===== src/rtl/arith_pkg.sv =====
// Shared definitions for the bit-serial arithmetic blocks: FSM state encoding
// and the default operand width.
package arith_pkg;

    localparam int ARITH_WIDTH = 8;

    typedef enum logic [1:0] {
        IDLE  = 2'd0,
        SHIFT = 2'd1,
        DONE  = 2'd2
    } state_t;

endpackage


===== src/rtl/half_subtractor.sv =====
// One-bit half subtractor: d = x - y, br set when y exceeds x.
module half_subtractor (
    input  logic x,
    input  logic y,
    output logic d,
    output logic br
);

    assign d  = x ^ y;
    assign br = ~x & y;

endmodule


===== src/rtl/serial_subtractor.sv =====
// LSB-first bit-serial subtractor: one result bit per clock, built from two
// half subtractors and a borrow flop, with a start/busy/done handshake.
module serial_subtractor
    import arith_pkg::*;
#(
    parameter int WIDTH = ARITH_WIDTH
) (
    input  logic             clk,
    input  logic             rst_n,
    input  logic             start,
    input  logic [WIDTH-1:0] a,
    input  logic [WIDTH-1:0] b,
    output logic             busy,
    output logic             done,
    output logic [WIDTH-1:0] diff,
    output logic             b_out
);

    localparam int CW = $clog2(WIDTH);

    state_t           state, state_nxt;
    logic [WIDTH-1:0] a_sr, b_sr, res_sr;
    logic             borrow;
    logic [CW-1:0]    count;
    logic             d1, br1, d, br2, bout;
    logic             last, accept;

    half_subtractor hs1 (.x(a_sr[0]), .y(b_sr[0]), .d(d1), .br(br1));
    half_subtractor hs2 (.x(d1),      .y(borrow),  .d(d),  .br(br2));

    assign bout   = br1 | br2;
    assign last   = (count == CW'(WIDTH - 1));
    assign accept = start && (state == IDLE || state == DONE);
    assign busy   = (state == SHIFT);
    assign done   = (state == DONE);

    always_ff @(posedge clk) begin
        if (!rst_n) state <= IDLE;
        else        state <= state_nxt;
    end

    always_comb begin
        state_nxt = state;
        case (state)
            IDLE:    if (start) state_nxt = SHIFT;
            SHIFT:   if (last)  state_nxt = DONE;
            DONE:    state_nxt = start ? SHIFT : IDLE;
            default: state_nxt = IDLE;
        endcase
    end

    always_ff @(posedge clk) begin
        if (!rst_n) begin
            a_sr   <= '0;
            b_sr   <= '0;
            res_sr <= '0;
            borrow <= 1'b0;
            count  <= '0;
            diff   <= '0;
            b_out  <= 1'b0;
        end else if (accept) begin
            a_sr   <= a;
            b_sr   <= b;
            borrow <= 1'b0;
            count  <= '0;
        end else if (state == SHIFT) begin
            // Result bits enter at the MSB so bit 0 lands at the LSB after WIDTH shifts.
            a_sr   <= {1'b0, a_sr[WIDTH-1:1]};
            b_sr   <= {1'b0, b_sr[WIDTH-1:1]};
            res_sr <= {d, res_sr[WIDTH-1:1]};
            borrow <= bout;
            count  <= count + CW'(1);
            if (last) begin
                diff  <= {d, res_sr[WIDTH-1:1]};
                b_out <= bout;
            end
        end
    end

endmodule


===== config.mk =====
export PLATFORM = sky130hd
export DESIGN_NAME = serial_subtractor
export DESIGN_NICKNAME = d
export VERILOG_FILES = /design/src/rtl/arith_pkg.sv /design/src/rtl/half_subtractor.sv /design/src/rtl/serial_subtractor.sv
export SDC_FILE = /design/constraint.sdc
export NUM_CORES = 1
export LEC_CHECK = 0
export ABC_AREA = 0
export CAP_MARGIN = 25
export CORE_MARGIN = 5
export CORE_UTILIZATION = 60
export CTS_CLUSTER_SIZE = 14
export DETAILED_ROUTE_END_ITERATION = 6
export DONT_BUFFER_PORTS = 1
export PLACE_DENSITY = 0.86
export REMOVE_ABC_BUFFERS = 1
export SYNTH_ARGS = -nofsm -noshare
export SYNTH_HDL_FRONTEND = slang
export SYNTH_SLANG_ARGS = --single-unit

===== constraint.sdc =====
create_clock -name clk -period 1.5 [get_ports clk]
set_input_delay 0.15 -clock clk [delete_from_list [all_inputs] [get_ports clk]]
set_output_delay 0.15 -clock clk [all_outputs]
set_load 0.01 [all_outputs]

==> impl_metrics.py <==
metrics = {
    "cts": {
        "cts_sinks": 38,
        "cts_made_buffers": 5,
        "cts.path.max_buffers": 2,
        "cts_tree": "built",
        "root_buffer": "clkbuf_4",
        "clk_latency_ps": 350,
        "path_clk_slew_ps": 120,
        "h-tree-depth": 2,
    },
    "cells_and_area": {
        "fin_cells": 216,
        "layout-drive-gt1-share": 0.08065,
        "fin_nets": 207,
        "antenna_cells": 0,
        "area_delta_synth_final_pct": 8.671,
        "fill_cells": 221,
    },
    "logic_synthesis": {
        "netlist_area_um2": 1515,
        "synth.distinct_cells": 29,
        "synth-simple-area-share": 0.2031,
        "yosys_warnings": 0,
        "syn-mean-instance-area_um2": 8.465,
        "synthMuxAreaShare": 0.006606,
        "synthCells": 179,
        "synth_compound_area_frac": 0.1759,
        "synth_seq_area_share": 0.5021,
        "synth_top_family_by_area": "simple AND/OR/NAND/NOR gates",
        "synth_xor_area_frac": 0.005780,
        "ys_ff_latch": 38,
        "synthAdderAreaFrac": 0.02973,
    },
    "sta": {
        "fmax_mhz": 717.7,
        "relSlewSlack": 0.6371,
        "rsz0062_at_grt": "no",
        "drv_slew": 0,
        "fin_skew_ps": 15.77,
        "fin_crit_sh": 0.9289,
        "tightest_slew_ps": 543.2,
        "setup_viol": 0,
        "hold_viol": 0,
        "final_critical_path_setup_slack_ps": 106.6,
        "period_needed_ps": 1393,
    },
    "route": {
        "drt_wl_total_mm": 3.304,
        "antenna_left": 0,
        "post_drt_via_cell_ratio": 5.833,
        "vias": 1260,
        "drtIter0Drc": 27,
        "route.met3.wl_um": 234,
        "highest_layer": "met4",
        "drtPass1Iterations": 4,
        "wl_met2_mm": 1.659,
        "met1_length_mm": 1.355,
        "drc": 0,
        "wl_per_cell_um": 15.30,
    },
    "global_route": {
        "track_usage": 0.2151,
        "grt_pass1_vias": 1240,
        "antenna_found_initial": 0,
        "grt_pass1_wl_mm": 5.623,
        "grt_max_degree": 27,
        "grt-ovfl-total": 0,
    },
    "min_path": {
        "worst_hold_path_type": "in -> reg",
    },
    "setup_path": {
        "reg2reg_from": "count[0]",
        "cp-startpoint": "state[1]",
        "path_depth": 3,
        "crit_arrival_ps": 1240,
        "path_delay_family": "flip-flops",
        "startpoint_type": "register",
        "worstPathCellList": "nand2b_2 -> clkinv_4 -> buf_4",
        "timing.rr.end": "diff[2]",
        "ff2ff_setup_slack_ps": 180,
        "cp_data_required_time_ps": 1350,
        "crit_end": "busy",
        "cp_num_buf_inv": 2,
        "critPathKind": "reg -> out",
        "critical_path_peak_fanout": 19,
        "reg2reg_depth": 5,
        "endpoint_kind": "primary output",
        "slowest_stage": "dfxtp_1",
        "critPathMaxStageDelay_ps": 360,
    },
    "placement": {
        "place_worst_setup_slack_ps": 215.5,
        "portBuffers": 0,
        "gp_congestion": 0.7386,
        "place_inst": 200,
        "post-dp-hpwl_mm": 2.075,
    },
    "outcome": {
        "status": "finished, final reports clean",
    },
    "die": {
        "initial_core_util": 0.6172,
        "ios": 30,
        "fp-row-count": 18,
        "fp.dieW_um": 60.25,
        "die_y_um": 60.25,
        "core_um2": 2455,
        "dieArea_um2": 3630,
    },
    "power": {
        "finalPower_mw": 1.982,
        "power.density_nw_per_um2": 1204,
        "ir_worst_vdd_v": 0.001166,
        "cellLeakagePower_nw": 0.5733,
    },
    "job": {
        "cap_violations": 0,
    },
}
## report_power, final
group	switching [mW]	total, mW	internal (mW)	leakage (nW)
combinational	0.136	0.216	0.0797	0.224
sequential	0.0275	1.08	1.06	0.310
clock	0.329	0.682	0.354	0.0395
## timing repair
action                                  in CTS  in global routing
gates cloned                                 1                  0
resized for setup                            0                  1
endpoints found under the hold margin       15                  0
hold buffers                                 7                  0
endpoints found under the setup margin       1                  1
buffers inserted                             0                  0
## per-stage QoR
stage | hold slack [ps] | setup TNS [ps] | cell area (um^2) | utilization
after CTS | 0.7773 | 0 | 1644 | 0.6697
after detailed placement | 293.6 | 0 | 1494 | 0.6086
after floorplan | 286.0 | -4665 | 1419 | -
final | 9.294 | 0 | 1647 | 0.6707
after global routing | 9.893 | 0 | 1647 | 0.6707
after global placement | 288.8 | 0 | 1494 | 0.6086
## flip-flops by register name, summed over array words and instances, names as in the netlist
| name | count |
|---|---|
| b_out | 1 |
| borrow | 1 |
| diff | 8 |
| b_sr | 8 |
| res_sr | 7 |
| a_sr | 8 |
| count | 3 |
| state | 2 |
## cell type report
cell class,count,area [um^2],share of cell area
sequential,38,760.7,0.4620
clock buffer,7,45.04,0.02736
inverter,4,20.02,0.01216
timing repair inverter,1,5.005,0.003040
tap,30,37.54,0.02280
clock inverter,1,30.03,0.01824
multi-input combinational,123,640.6,0.3891
timing repair buffer,12,107.6,0.06535
## metal layers
metal,vias to the layer above,global-route usage
li1,625,-
met1,585,0.2450
met2,43,0.3673
met3,7,0.07775
met4,0,0.07595
met5,-,0
## logic make-up (layout without fill, tap and decap cells)
| group | Yosys count | count (layout) |
|---|---|---|
| and+or+nand+nor | 72 | 72 |
| AOI/OAI and AO/OA | 46 | 46 |
| DFF | 38 | 38 |
| buffers and inverters | 18 | 25 |
| adders and majority gates | 3 | 3 |
| xor gates and xnor gates | 1 | 1 |
| muxes | 1 | 1 |
## layout by cell type (no fill, tap or decap), types with 2 or more instances in the layout
cell type,instances
clkbuf_1,2
ha_1,2
nor2_1,4
o21ai_0,8
buf_4,5
nand2_1,44
clkbuf_4,5
a31oi_1,9
dlygate4sd3_1,7
a21oi_1,20
nand3_1,10
nor2b_1,2
inv_1,2
nor3_1,9
dfxtp_1,38
o22ai_1,4
## worst min-delay path by stage
stage | depth (start not counted) | to | slack (ps) | startpoint
final | 2 | a_sr[0] | 9 | a[0]
after global routing | 2 | a_sr[0] | 10 | a[0]
after CTS | 2 | b_sr[7] | 0.8 | b[7]
after detailed placement | 2 | a_sr[7] | 290 | a[7]
after global placement | 2 | a_sr[7] | 290 | a[7]
after floorplan | 2 | a_sr[7] | 290 | a[7]
## synth_stat cells (all sizes together)
library cell,count,area share
o21a,1,0.0050
inv,2,0.0050
nor2,4,0.0099
fa,1,0.013
a22oi,1,0.0050
nand3b,1,0.0050
mux2i,1,0.0066
nor3,9,0.030
dfxtp,38,0.50
ha,2,0.017
xnor2,1,0.0058
buf,10,0.053
a21oi,20,0.066
o221ai,1,0.0058
clkinv,2,0.0083
a311oi,1,0.0058
a211oi,1,0.0083
nor2b,2,0.0083
nand2,44,0.11
nand2b,2,0.0083
nand3,10,0.033
o21ai,8,0.026
clkbuf,4,0.011
o22ai,4,0.017
a31oi,9,0.037
Power figures use the tool's default switching activity.
